$ cat config.mk
export PLATFORM = sky130hd
export DESIGN_NAME = bram2_wr_seq_l9
export DESIGN_NICKNAME = d
export VERILOG_FILES = /design/src/rtl/l9_pkg.sv /design/src/rtl/bram2_addr_map_l9.sv /design/src/rtl/bram2_wr_seq_l9.sv
export SDC_FILE = /design/constraint.sdc
export NUM_CORES = 1
export LEC_CHECK = 0
export BUFFER_PORTS_ARGS = -buffer_cell sky130_fd_sc_hd__buf_4
export CAP_MARGIN = 20
export CORE_ASPECT_RATIO = 1.2
export CORE_MARGIN = 2
export CORE_UTILIZATION = 34
export CTS_BUF_LIST = sky130_fd_sc_hd__clkbuf_4 sky130_fd_sc_hd__clkbuf_8
export DETAILED_ROUTE_END_ITERATION = 10
export RECOVER_POWER = 100
export SYNTH_ARGS = -nofsm -noshare
export SYNTH_HDL_FRONTEND = slang
export SYNTH_SLANG_ARGS = --single-unit
$ cat constraint.sdc
create_clock -name clk -period 3.9 [get_ports clk]
set_input_delay 0.195 -clock clk [delete_from_list [all_inputs] [get_ports clk]]
set_output_delay 0.195 -clock clk [all_outputs]
set_load 0.005 [all_outputs]
$ cat src/rtl/l9_pkg.sv
// Shared layer-9 BRAM2 definitions: sequencer state encoding and the
// quadrant/offset constants of the BRAM2 address map.
package l9_pkg;

    typedef enum logic {
        ST_IDLE = 1'b0,
        ST_RUN  = 1'b1
    } state_e;

    localparam int BRAM2_ADDR_W = 10;
    localparam int QX_OFF       = 8;
    localparam int QY_OFF       = 16;
    localparam int P2_OFF       = 8;

endpackage

$ cat src/rtl/bram2_addr_map_l9.sv
// Combinational BRAM2 address map: (x, y, quadrant) -> port-1/port-2 addresses.
// Every sum is 5 bits wide, so the port-2 offset wraps inside the row.
module bram2_addr_map_l9
    import l9_pkg::*;
(
    input  logic [2:0]              x_i,
    input  logic [2:0]              y_i,
    input  logic [1:0]              l_i,
    output logic [BRAM2_ADDR_W-1:0] addr1_o,
    output logic [BRAM2_ADDR_W-1:0] addr2_o
);

    logic [4:0] x5;
    logic [4:0] yb;
    logic [4:0] yb_p2;

    always_comb begin
        x5      = {2'b00, x_i} + (l_i[1] ? 5'(QX_OFF) : 5'd0);
        yb      = {2'b00, y_i} + (l_i[0] ? 5'(QY_OFF) : 5'd0);
        yb_p2   = yb + 5'(P2_OFF);
        addr1_o = {x5, yb};
        addr2_o = {x5, yb_p2};
    end

endmodule

$ cat src/rtl/bram2_wr_seq_l9.sv
// Layer-9 BRAM2 write sequencer: turns accepted result-word pairs into
// registered dual-port write strobes. Optional macro L9_WR_RELU_EN clamps negative words to 0.
module bram2_wr_seq_l9
    import l9_pkg::*;
#(
    parameter int DATA_W = 16,
    parameter int NX     = 8,
    parameter int NY     = 8
) (
    input  logic                    clk,
    input  logic                    rst_n,
    input  logic                    start,
    input  logic                    in_valid,
    output logic                    in_ready,
    input  logic [DATA_W-1:0]       data1,
    input  logic [DATA_W-1:0]       data2,
    output logic                    we1,
    output logic                    we2,
    output logic [BRAM2_ADDR_W-1:0] addr1,
    output logic [BRAM2_ADDR_W-1:0] addr2,
    output logic [DATA_W-1:0]       din1,
    output logic [DATA_W-1:0]       din2,
    output logic                    busy,
    output logic                    done
);

    localparam logic [2:0] X_LAST = 3'(NX - 1);
    localparam logic [2:0] Y_LAST = 3'(NY - 1);

    state_e                  state_q;
    logic [2:0]              x_q, y_q;
    logic [1:0]              l_q;
    logic [2:0]              x_d, y_d;
    logic [1:0]              l_d;
    logic                    we1_q, we2_q, done_q;
    logic [BRAM2_ADDR_W-1:0] addr1_q, addr2_q;
    logic [BRAM2_ADDR_W-1:0] addr1_d, addr2_d;
    logic [DATA_W-1:0]       din1_q, din2_q;
    logic [DATA_W-1:0]       din1_d, din2_d;
    logic                    accept;
    logic                    last_beat;

    bram2_addr_map_l9 u_addr_map (
        .x_i     (x_q),
        .y_i     (y_q),
        .l_i     (l_q),
        .addr1_o (addr1_d),
        .addr2_o (addr2_d)
    );

    // Valid/ready: a beat transfers on a rising edge with in_valid && in_ready;
    // in_ready depends on state only, never on in_valid.
    assign in_ready = (state_q == ST_RUN);
    assign busy     = (state_q == ST_RUN);

    always_comb begin
        accept    = (state_q == ST_RUN) && in_valid;
        last_beat = (l_q == 2'd3) && (x_q == X_LAST) && (y_q == Y_LAST);
        y_d       = y_q;
        x_d       = x_q;
        l_d       = l_q;
        if (last_beat) begin
            y_d = 3'd0;
            x_d = 3'd0;
            l_d = 2'd0;
        end else if (y_q == Y_LAST) begin
            y_d = 3'd0;
            if (x_q == X_LAST) begin
                x_d = 3'd0;
                l_d = l_q + 2'd1;
            end else begin
                x_d = x_q + 3'd1;
            end
        end else begin
            y_d = y_q + 3'd1;
        end
`ifdef L9_WR_RELU_EN
        din1_d = data1[DATA_W-1] ? '0 : data1;
        din2_d = data2[DATA_W-1] ? '0 : data2;
`else
        din1_d = data1;
        din2_d = data2;
`endif
    end

    always_ff @(posedge clk or negedge rst_n) begin
        if (!rst_n) begin
            state_q <= ST_IDLE;
            x_q     <= 3'd0;
            y_q     <= 3'd0;
            l_q     <= 2'd0;
            we1_q   <= 1'b0;
            we2_q   <= 1'b0;
            done_q  <= 1'b0;
            addr1_q <= '0;
            addr2_q <= '0;
            din1_q  <= '0;
            din2_q  <= '0;
        end else begin
            we1_q  <= 1'b0;
            we2_q  <= 1'b0;
            done_q <= 1'b0;
            case (state_q)
                ST_IDLE: begin
                    if (start) state_q <= ST_RUN;
                end
                ST_RUN: begin
                    if (accept) begin
                        we1_q   <= 1'b1;
                        we2_q   <= 1'b1;
                        addr1_q <= addr1_d;
                        addr2_q <= addr2_d;
                        din1_q  <= din1_d;
                        din2_q  <= din2_d;
                        x_q     <= x_d;
                        y_q     <= y_d;
                        l_q     <= l_d;
                        if (last_beat) begin
                            done_q  <= 1'b1;
                            state_q <= ST_IDLE;
                        end
                    end
                end
                default: state_q <= ST_IDLE;
            endcase
        end
    end

    assign we1   = we1_q;
    assign we2   = we2_q;
    assign done  = done_q;
    assign addr1 = addr1_q;
    assign addr2 = addr2_q;
    assign din1  = din1_q;
    assign din2  = din2_q;

endmodule

**Word-level counts from Yosys, hierarchy flattened**

Index checks and enable logic that the tools add are counted.

- $add $sub $neg: 6
- Eq/ne operators: 3
- Muxes and demuxes: 19
- Bitwise logic cells: 1
- Reduce and logical (&&, ||, !) cells: 8

Operators with widths:

| operator | count |
|---|---|
| 2-to-1 mux 3 bit | 5 |
| adder 3 x 5 -> 5 bit | 2 |
| 2-to-1 mux 1 bit | 8 |
| adder 3 x 1 -> 3 bit, second input constant | 2 |
| equality test 3 bit, second input constant | 2 |
| 2-to-1 mux 2 bit | 3 |
| adder 5 x 4 -> 5 bit, second input constant | 1 |
| 2-to-1 mux 5 bit | 1 |
| 2-to-1 mux 4 bit | 1 |
| AND reduction 4 bit | 1 |
| nonzero test 2 bit | 2 |
| logical AND 1 bit | 3 |
| AND reduction 3 bit | 1 |
| adder 2 x 1 -> 2 bit, second input constant | 1 |
| equality test 2 bit, second input constant | 1 |
| one-hot mux 1 bit (2 select lines) | 1 |
| AND reduction 2 bit | 1 |
| inverter 1 bit | 1 |

- Bits in registers: 63
- Input bits: 36
- Output and inout port bits: 57
- Word-level logic and storage cells: 47

**Longest topological paths before layout**

Gate-level depths: netlist (run 1).

- Depth after elaboration: 6
- Gate-level depth with buffers: 4
- Mapped depth without buffers: 4

**Cells and area by module**

From an unflattened synthesis (run 1), not the netlist that was laid out.

- Cell total of the unflattened synthesis: 170
- Area, all modules: 2655.0 µm²

Modules (own cells, without submodules):

| module | instances | cells each | area an instance (µm²) | seq. area each (µm²) |
|---|---|---|---|---|
| bram2_wr_seq_l9 | 1 | 148 | 2497.4 | 1576.5 |
| bram2_addr_map_l9 | 1 | 22 | 157.7 | 0.0 |

**Worst setup path after synthesis (run 1)**

Ideal clock, no wire load.

- Path type: register to register
- Start: reg y_q[0]
- End: reg x_q[0]
- Setup time: 0.125 ns
- Data arrival time: 1.242 ns
- Required time: 3.775 ns
- Path slack: 2.534 ns
- Cell stages (with the launch flop): 5
- Buffers on the path: 0
- Clock period less this slack: 1.366 ns
- Cell sequence: dfrtp_1 -> ha_1 -> ha_1 -> nand3_1 -> mux2_2

- Cells in the longest elaborated chain, start to end: 4
- Elaborated cells between the ends (all ways): 5
- Classes of those cells: eq/ne (1); mux (1); reduce/logical (3)

RTL lines:

| item | line | RTL |
|---|---|---|
| start: declaration | bram2_wr_seq_l9.sv:31 | `logic [2:0] x_q, y_q;` |
| start signal: assignment | bram2_wr_seq_l9.sv:116 | `y_q <= y_d;` |
| equality test 3 bit * | bram2_wr_seq_l9.sv:58, bram2_wr_seq_l9.sv:66 |  |
| logical AND 1 bit | bram2_wr_seq_l9.sv:58 | `last_beat = (l_q == 2'd3) && (x_q == X_LAST) && (y_q == Y_LAST);` |
| nonzero test 2 bit (no source line) | -- |  |
| AND reduction 3 bit (no source line) | -- |  |
| end signal: assignment | bram2_wr_seq_l9.sv:89 | `x_q <= 3'd0;` |
| end signal: assignment | bram2_wr_seq_l9.sv:115 | `x_q <= x_d;` |
| end: declaration | bram2_wr_seq_l9.sv:31 |  |

Every way passes the cells marked *; elsewhere a longest branch is shown, timed or not.
A chain may end at the register's enable or synchronous reset.

**Worst setup path after layout (run 1)**

- Start: reg state_q (netlist: busy)
- End: reg din2_q[1] (netlist: din2[1])

- Cells in the longest elaborated chain, start to end: 2

RTL lines:

| item | line | RTL |
|---|---|---|
| start: declaration | bram2_wr_seq_l9.sv:30 | `state_e state_q;` |
| start signal: assignment | bram2_wr_seq_l9.sv:88 | `state_q <= ST_IDLE;` |
| start signal: assignment | bram2_wr_seq_l9.sv:105 | `if (start) state_q <= ST_RUN;` |
| start signal: assignment | bram2_wr_seq_l9.sv:120 | `state_q <= ST_IDLE;` |
| logical AND 1 bit | bram2_wr_seq_l9.sv:57 | `accept = (state_q == ST_RUN) && in_valid;` |
| AND reduction 2 bit (no source line) * | -- |  |
| end signal: assignment | bram2_wr_seq_l9.sv:114 | `din2_q <= din2_d;` |
| end: declaration | bram2_wr_seq_l9.sv:38 | `logic [DATA_W-1:0] din1_q, din2_q;` |

Marks and branches as above.

==> impl_metrics.py, run 1 <==
metrics = {
    "job": {
        "max_cap_violations": 0,
    },
    "yosys": {
        "ys_types": 17,
        "synth_top_area_cell": "dfrtp_1",
        "synth-seq-cells": 52,
        "mapped_avg_cell_area_um2": 17.0,
        "ys_seq_area_share_pct": 56.1,
        "synthTopCellsByArea": "dfrtp_1, mux2_4, mux2_2",
        "syn_inst": 136,
        "syn-cell-area_mm2": 0.00232,
        "yosys_warning_total": 0,
        "synth.top_cell.area_share_pct": 56.1,
    },
    "pwr": {
        "power_density_mw_per_mm2": 490,
        "leakage_power_nw": 1.38,
        "vdd_drop_max_v": 0.000184,
    },
    "setup_path": {
        "crit-reg2reg-capture": "din2[1]$_DFFE_PN0P_",
        "critPathLaunchType": "flop",
        "reg_to_reg_critical_path_startpoint": "busy$_DFF_PN0_",
        "worst-path-stages": 3,
        "endpoint": "din2[1]$_DFFE_PN0P_",
        "timing.critical_path.from": "busy$_DFF_PN0_",
        "rr_worst_depth": 3,
        "critical_path.slowest_cell": "dfrtp_1",
        "cp_cell_sequence": "nand2_1, inv_8, mux2_1",
        "critPathKind": "reg2reg",
        "cp_data_arrival_time_ps": 1710,
        "crit_family": "flip-flops",
        "reg2reg_setup_slack_ps": 2370,
        "timing.critical_path.fanout_max": 42,
        "cp.buffers_inverters": 1,
        "max_stage_delay_ps": 440,
        "end_kind": "flop",
        "timing.critical_path.required_ps": 4080,
    },
    "layout": {
        "final_standard_cell_count_with_taps_included_and_fillers_excluded": 304,
        "nFillCells": 617,
        "layout-drive-gt1-share_pct": 48.9,
        "final_nets": 260,
        "inserted_diodes": 0,
        "syn2layout_area_growth_pct": 24.7,
        "finalInstanceArea_mm2": 0.00289,
    },
    "timing": {
        "fin_crit_period_ps": 1530,
        "finClkSkew_ps": 7.99,
        "finalSetupTns_ps": 0,
        "finalCritPeriodShare_pct": 39.3,
        "max_freq_ghz": 0.652,
        "worstMarginPinSlew_ps": 643,
        "finalSetupViolations": 0,
        "final-hold-violation-count": 0,
        "timing.final.ws_setup_ps": 2370,
        "slew_headroom_pct": 57.1,
        "grt_setup_unrepaired": "false",
        "final-max-slew-violation-count": 0,
    },
    "cts": {
        "clk-insertion-delay-late_ps": 300,
        "post-cts-setup-buffer-count": 0,
        "worst_setup_hold_path_clk_slew_ps": 90,
        "cts_max_level": 2,
        "cts_resized": 0,
        "cts_buffer_depth": 2,
        "clk_root_buffer_cell": "clkbuf_8",
        "cts_made_buffers": 5,
        "tritoncts": "yes",
        "clock_sinks": 52,
        "cts_hold_buf": 1,
    },
    "place": {
        "dp_hpwl_um": 2870,
        "post-place-cells": 295,
        "place_area_mm2": 0.00292,
        "dpl_worst_slack_ps": 2430,
        "buffer_ports.inserted": 89,
        "place.gp.congestion": 0.704,
    },
    "grt": {
        "first_global_vias": 1351,
        "grt_util_all_layers_pct": 11.2,
        "largest_net_degree_at_the_start_of_global_routing": 53,
        "overflow": 0,
        "grt_antenna_before_repair": 0,
        "grt_first_pass_wirelength_um": 6490,
    },
    "drt": {
        "vias": 1320,
        "first_iter_violations": 50,
        "drc": 0,
        "first_pass_iters": 2,
        "antenna_left": 0,
        "drt_wl_total_um": 3980,
        "post_drt_via_cell_ratio": 4.34,
        "routed_wire_length_per_instance_um": 13.1,
    },
    "run_status": {
        "run_status": "completed",
    },
    "floorplanning": {
        "io_pins": 93,
        "die_area_mm2": 0.00750,
        "die_width_um": 79.4,
        "initial_utilization_pct": 35.5,
        "std_cell_rows": 32,
        "die-height_um": 94.5,
        "floorplan.core_area_mm2": 0.00653,
    },
    "min_path": {
        "holdCritPathClass": "in2reg",
    },
}
==> cell type report <==
class                      count  area, um^2  share of cell area [%]
sequential                    52        1300                    45.0
timing repair buffer          90         674                    23.3
clock inverter                 3        42.5                    1.47
clock buffer                   5        68.8                    2.38
inverter                       1        11.3                   0.390
multi-input combinational     68         686                    23.7
tap                           85         106                    3.68
==> flip-flops by register name, indices dropped and copies added, names as in the netlist <==
| signal | flops |
|---|---|
| din1 | 16 |
| din2 | 16 |
| addr1 | 7 |
| x_q | 3 |
| y_q | 3 |
| addr2 | 2 |
| l_q | 2 |
| busy | 1 |
| done | 1 |
| we2 | 1 |
==> power by group <==
group	switching, W	internal, W
combinational	0.000124	0.000221
clock	0.000170	0.000190
sequential	0.0000706	0.000640
total	0.000365	0.00105
==> placed cells by master, fill, tap and decap left out, types with 2 or more instances in the layout <==
cell and n:
mux2_2 9, nor2_1 3, clkbuf_4 53, conb_1 3
clkbuf_8 5, mux2_1 38, nand3_1 2, buf_4 35
dfrtp_1 52, ha_1 6
==> synthesized netlist by cell type (all sizes together) <==
cell and instances:
inv 1, nor2 3, a32o 1, and2 1, a21oi 1, nand4 1, dfrtp 52, or2b 1
nand2 1, nand3 2, conb 1, mux2 47, o22a 1, buf 17, ha 6
==> per-stage QoR <==
| stage | hold WS [ps] | utilization [%] | total power, W |
|---|---|---|---|
| 2_1_floorplan | -101 | - | 0.000980 |
| 5_1_grt | 78.5 | 44.3 | 0.00152 |
| 3_3_place_gp | 275 | 44.8 | 0.00115 |
| 4_1_cts | 106 | 46.6 | 0.00153 |
| 3_5_place_dp | 271 | 44.8 | 0.00116 |
| 6_report | 106 | 44.3 | 0.00142 |
==> layer usage <==
metal  global-route usage (%)  part of all wire [%]  vias to the layer above
met5                        0                     0                        -
met4                     4.31                   1.7                        0
met3                     3.15                   6.5                        6
met2                     18.6                    51                       53
met1                     13.9                    41                      640
li1                         -                     -                      621
==> worst min-delay path by stage <==
stage	slack, ps	depth (start not counted)	to	startpoint
floorplan	-100	0	addr1[0]$_DFFE_PN0P_	rst_n
global placement	270	1	done$_DFF_PN0_	rst_n
detailed placement	270	1	addr2[3]$_DFFE_PN0P_	rst_n
CTS	110	2	din1[7]$_DFFE_PN0P_	data1[7]
global route	80	2	din1[3]$_DFFE_PN0P_	data1[3]
finish	110	2	din1[8]$_DFFE_PN0P_	data1[8]
==> cell families (layout without fill, tap and decap cells) <==
group | count (synthesis) | after routing | share of synthesized area, %
buffers and inverters | 18 | 99 | 8.15
other | 1 | 3 | 0.162
adders and majority gates | 6 | 6 | 3.24
AOI/OAI and AO/OA | 3 | 3 | 1.08
DFF | 52 | 52 | 56.1
and+or+nand+nor | 9 | 9 | 2.27
muxes | 47 | 47 | 29.0
(Power assumes the default switching activity.)
==> inputs of run 2 (changes only) <==
==> constraint.sdc (replaced) <==
create_clock -name clk -period 1.4 [get_ports clk]
set_input_delay 0.07 -clock clk [delete_from_list [all_inputs] [get_ports clk]]
set_output_delay 0.07 -clock clk [all_outputs]
set_load 0.005 [all_outputs]
==> run 2 against run 1 <==
Effect of this change:
- maximum frequency rose by 15%
- global-route usage rose by 1.8 points
- count of clock-buffer cells in the layout did not move
- hold slack improved by 19 ps
- final area rose by 22%
- via count rose by 16%
- combinational power rose to 4.0 times the previous value
- largest power group unchanged
==> impl_metrics.py, run 2 (synthesis results as in run 1) <==
metrics = {
    "setup_path": {
        "critPathKind": "reg2reg",
        "timing.critical_path.from": "x_q[1]$_DFFE_PN0P_",
        "critPathLaunchType": "flop",
        "timing.critical_path.fanout_max": 3,
        "reg_to_reg_critical_path_startpoint": "x_q[1]$_DFFE_PN0P_",
        "timing.critical_path.required_ps": 1590,
        "cp_data_arrival_time_ps": 1530,
        "end_kind": "flop",
    },
    "job": {
        "max_cap_violations": 0,
    },
    "layout": {
        "final_standard_cell_count_with_taps_included_and_fillers_excluded": 345,
        "inserted_diodes": 0,
        "final_common_cell": "dfrtp_1",
        "post-route-util_pct": 54.1,
        "most-common-layout-cells": "dfrtp_1, clkbuf_4, buf_4, mux2_4, dlygate4sd3_1",
        "syn2layout_area_growth_pct": 52.3,
        "final_nets": 301,
        "layout-drive-gt1-share_pct": 59.6,
    },
    "timing": {
        "grt_setup_unrepaired": "true",
        "max_freq_ghz": 0.748,
        "final-max-slew-violation-count": 0,
        "slew_headroom_pct": 52.4,
        "fin_crit_period_ps": 1340,
        "worstMarginPinSlew_ps": 714,
        "finalCritPeriodShare_pct": 95.5,
        "final-hold-violation-count": 0,
        "finalSetupViolations": 0,
        "finClkSkew_ps": 7.48,
    },
    "floorplanning": {
        "initial_utilization_pct": 35.5,
        "die_width_um": 79.4,
        "die_area_mm2": 0.00750,
        "std_cell_rows": 32,
        "io_pins": 93,
        "floorplan.core_area_mm2": 0.00653,
        "die-height_um": 94.5,
    },
    "grt": {
        "first_global_vias": 1609,
        "grt_first_pass_wirelength_um": 7540,
        "grt_util_all_layers_pct": 13.1,
        "overflow": 0,
        "largest_net_degree_at_the_start_of_global_routing": 53,
        "grt_antenna_before_repair": 0,
    },
    "place": {
        "place.gp.congestion": 0.749,
        "buffer_ports.inserted": 89,
        "post-place-cells": 302,
        "dp_hpwl_um": 3100,
    },
    "drt": {
        "first_iter_violations": 41,
        "routed_wire_length_per_instance_um": 13.9,
        "antenna_left": 0,
        "drc": 0,
        "drt_wl_total_um": 4780,
        "first_pass_iters": 4,
        "post_drt_via_cell_ratio": 4.43,
        "vias": 1527,
    },
    "min_path": {
        "hold_path_startpoint": "in_valid",
        "holdCritPathClass": "in2reg",
    },
    "cts": {
        "cts_max_level": 2,
        "cts_buffer_depth": 2,
        "clk_root_buffer_cell": "clkbuf_8",
        "cts_made_buffers": 5,
        "clk-insertion-delay-late_ps": 300,
        "tritoncts": "yes",
        "worst_setup_hold_path_clk_slew_ps": 90,
        "clock_sinks": 52,
    },
    "pwr": {
        "vdd_drop_max_v": 0.000586,
        "power_density_mw_per_mm2": 1350,
        "leakage_power_nw": 1.73,
    },
    "run_status": {
        "run_status": "completed",
    },
}
## run 2: changes by cell type in the layout (fill, tap and decap cells not counted), sizes merged
cell         delta
clkinv          -1
buf             +8
dlygate4sd3    +33
clkinvlp        -1
bufinv          +2
## run 2: layer usage
layer / vias to the layer above / GRT usage, % / part of all wire (%)
met4: 0 / 4.74 / 1.5
met3: 6 / 2.39 / 4.7
met1: 763 / 15.5 / 41
met5: - / 0 / 0
met2: 59 / 23.5 / 53
li1: 699 / - / -
## run 2: final cells by class
type | instances | area (um^2)
Fill cell | 534 | 2990
Sequential cell | 52 | 1300
Timing Repair Buffer | 131 | 1080
Multi-Input combinational cell | 68 | 872
Tap cell | 85 | 106
Clock inverter | 3 | 90.1
Clock buffer | 5 | 68.8
Inverter | 1 | 11.3
## run 2: final timing paths
check                                            end  slack [ps]  cells past startpoint
worst max-delay path              l_q[1]$_DFFE_PN0P_          60                      4
worst min-delay path                  done$_DFF_PN0_         130                      3
worst max register to register    l_q[1]$_DFFE_PN0P_          60                      4
worst min register to register  addr2[3]$_DFFE_PN0P_         480                      1
max in group asynchronous        din1[5]$_DFFE_PN0P_         550                      2
min in group asynchronous             busy$_DFF_PN0_         380                      2
## run 2: per-stage QoR
stage | power (W) | hold WS, ps | TNS, ps | cell area, um^2 | setup WS (ps)
finish | 0.00477 | 125 | 0 | 3530 | 63.1
global route | 0.00503 | 134 | -5.39 | 3530 | -5.39
CTS | 0.00478 | 122 | 0 | 3510 | 13.3
detailed placement | 0.00330 | 148 | 0 | 3000 | 4.85
global placement | 0.00327 | 148 | 0 | 3000 | 15.2
floorplan | 0.00273 | -226 | 0 | 2330 | 33.7
## run 2: worst max-delay path, stage by stage, from the launching register on
cell     delay [ps]
dfrtp_1         410
ha_2            200
ha_4            160
nand4_1         140
mux2_4          310
## run 2: where the power goes
part           leakage (nW)  internal, W  switching, W
sequential            0.618      0.00178      0.000226
combinational          1.03     0.000943      0.000440
clock                0.0784     0.000893      0.000486
## run 2: timing repair
action / in CTS / in global routing
endpoints found under the hold margin: 85 / 0
setup endpoints to repair: 2 / 3
buffers inserted: 0 / 1
hold buffers: 34 / 0
pin swaps: 0 / 2
gates resized for setup: 2 / 8
==> inputs of run 3 (changes only) <==
--- a/config.mk
+++ b/config.mk
@@ -8,7 +8,7 @@
 export BUFFER_PORTS_ARGS = -buffer_cell sky130_fd_sc_hd__buf_4
 export CAP_MARGIN = 20
 export CORE_ASPECT_RATIO = 1.2
-export CORE_MARGIN = 2
+export CORE_MARGIN = 5
 export CORE_UTILIZATION = 34
 export CTS_BUF_LIST = sky130_fd_sc_hd__clkbuf_4 sky130_fd_sc_hd__clkbuf_8
 export DETAILED_ROUTE_END_ITERATION = 10
==> constraint.sdc (replaced) <==
create_clock -name clk -period 1.6 [get_ports clk]
set_input_delay 0.08 -clock clk [delete_from_list [all_inputs] [get_ports clk]]
set_output_delay 0.08 -clock clk [all_outputs]
set_load 0.005 [all_outputs]
==> run 3 against run 2 <==
Effect of this change:
- first-iteration DRC count down 27%
- global-route usage down 1.8 points
- clock power down 35%
- register-to-register slack improved by 80 ps
- critical endpoint is now din1[3]$_DFFE_PN0P_
- largest power group unchanged
- core utilization shrank 5.6 points
==> impl_metrics.py, run 3 (synthesis results as in run 1) <==
metrics = {
    "layout": {
        "post-route-util_pct": 48.5,
        "multi_input_comb_area_um2": 757,
        "most-common-layout-cells": "dfrtp_1, clkbuf_4, buf_4, dlygate4sd3_1, mux2_1",
        "inserted_diodes": 0,
        "layout.area.seq_mm2": 0.00130,
        "final_nets": 293,
        "layout-drive-gt1-share_pct": 50.0,
        "syn2layout_area_growth_pct": 40.9,
        "finalInstanceArea_mm2": 0.00327,
        "nFillCells": 602,
        "final_common_cell": "dfrtp_1",
        "final_standard_cell_count_with_taps_included_and_fillers_excluded": 339,
    },
    "setup_path": {
        "critical_path.slowest_cell": "dfrtp_1",
        "timing.critical_path.required_ps": 1790,
        "reg2reg_setup_slack_ps": 150,
        "cp.buffers_inverters": 2,
        "crit_family": "flip-flops",
        "cp_data_arrival_time_ps": 1650,
        "critPathKind": "reg2reg",
        "critPathLaunchType": "flop",
        "end_kind": "flop",
        "cp_cell_sequence": "nand2_4, inv_8, buf_6, mux2_1",
        "timing.critical_path.fanout_max": 17,
        "max_stage_delay_ps": 480,
    },
    "drt": {
        "first_iter_violations": 30,
        "routed_wire_length_per_instance_um": 14.0,
        "drt_wl_total_um": 4760,
        "vias": 1441,
        "first_pass_iters": 3,
        "antenna_left": 0,
        "post_drt_via_cell_ratio": 4.25,
        "drc": 0,
    },
    "cts": {
        "cts_buffer_depth": 2,
        "clk_root_buffer_cell": "clkbuf_8",
        "clk-insertion-delay-late_ps": 300,
        "worst_setup_hold_path_clk_slew_ps": 100,
        "cts_made_buffers": 5,
        "tritoncts": "yes",
        "post-cts-setup-buffer-count": 0,
        "clock_sinks": 52,
        "cts_max_level": 2,
    },
    "place": {
        "place_area_mm2": 0.00297,
        "post-place-cells": 301,
        "buffer_ports.inserted": 89,
        "dp_hpwl_um": 3320,
        "place.gp.congestion": 0.701,
    },
    "floorplanning": {
        "die-height_um": 100,
        "die_area_mm2": 0.00858,
        "floorplan.core_area_mm2": 0.00673,
        "die_width_um": 85.4,
        "std_cell_rows": 33,
        "io_pins": 93,
        "initial_utilization_pct": 34.4,
    },
    "min_path": {
        "holdCritPathClass": "in2reg",
    },
    "grt": {
        "first_global_vias": 1563,
        "overflow": 0,
        "largest_net_degree_at_the_start_of_global_routing": 53,
        "grt_util_all_layers_pct": 11.3,
        "grt_first_pass_wirelength_um": 7660,
        "grt_antenna_before_repair": 0,
    },
    "timing": {
        "final-hold-violation-count": 0,
        "grt_setup_unrepaired": "false",
        "max_freq_ghz": 0.689,
        "finalSetupTns_ps": 0,
        "slew_headroom_pct": 23.5,
        "worstMarginPinSlew_ps": 1150,
        "finalCritPeriodShare_pct": 90.7,
        "finClkSkew_ps": 4.56,
        "fin_crit_period_ps": 1450,
        "final-max-slew-violation-count": 0,
        "finalSetupViolations": 0,
    },
    "pwr": {
        "vdd_drop_max_v": 0.000453,
        "leakage_power_nw": 1.58,
        "power_density_mw_per_mm2": 1110,
    },
    "job": {
        "max_cap_violations": 0,
    },
    "run_status": {
        "run_status": "completed",
    },
}
## run 3: cell types whose count changed in the layout (fill, tap and decap cells not counted), moves of 3 or more
cell	before	now
buf_4	41	34
mux2_1	3	21
mux2_4	37	17
ha_1	2	6
dlygate4sd3_1	34	30
clkbuf_2	0	3
## run 3: what timing repair did
| item | in CTS | in global routing |
|---|---|---|
| hold endpoints to repair | 78 | 3 |
| resized for setup | 0 | 0 |
| hold buffers | 27 | 3 |
## run 3: worst paths after layout
check / from / to / cells past startpoint
worst max-delay path: busy$_DFF_PN0_ / din1[3]$_DFFE_PN0P_ / 4
max in group asynchronous: rst_n / din2[3]$_DFFE_PN0P_ / 2
worst max register to register: busy$_DFF_PN0_ / din1[3]$_DFFE_PN0P_ / 4
min in group asynchronous: rst_n / x_q[0]$_DFFE_PN0P_ / 2
worst min-delay path: data1[6] / din1[6]$_DFFE_PN0P_ / 2
worst min register to register: addr2[3]$_DFFE_PN0P_ / addr2[3]$_DFFE_PN0P_ / 1
## run 3: per-stage QoR
stage	power (W)	setup slack (ps)	hold slack [ps]
after floorplan	0.00239	234	-216
after global placement	0.00284	182	165
after detailed placement	0.00288	159	164
after CTS	0.00385	151	0.395
after global routing	0.00386	43.4	-8.10
final	0.00364	148	2.85
## run 3: area by class of cell
cell class / count / area share [%]
Clock buffer: 5 / 2.11
Clock inverter: 3 / 1.30
Sequential cell: 52 / 39.8
Multi-Input combinational cell: 68 / 23.2
Tap cell: 87 / 3.33
Timing Repair Buffer: 123 / 29.9
Inverter: 1 / 0.345
## run 3: worst register-to-register path, delay by kind of cell (launching register included)
family	cells	cell delay [ps]
flops	1	480
buf+inv	2	380
mux	1	350
simple gates	1	140
## run 3: where the power goes
part,leakage (nW),switching [W],internal [W]
clock,0.0541,0.000429,0.000463
sequential,0.618,0.000188,0.00156
combinational,0.908,0.000336,0.000660
## run 3: routing by layer
metal	vias to the layer above	part of all wire, %	global-route usage [%]
met2	47	55	20.2
met3	8	6.1	3.03
met1	702	38	12.6
met4	0	1.8	4.51
li1	684	-	-
met5	-	0	0
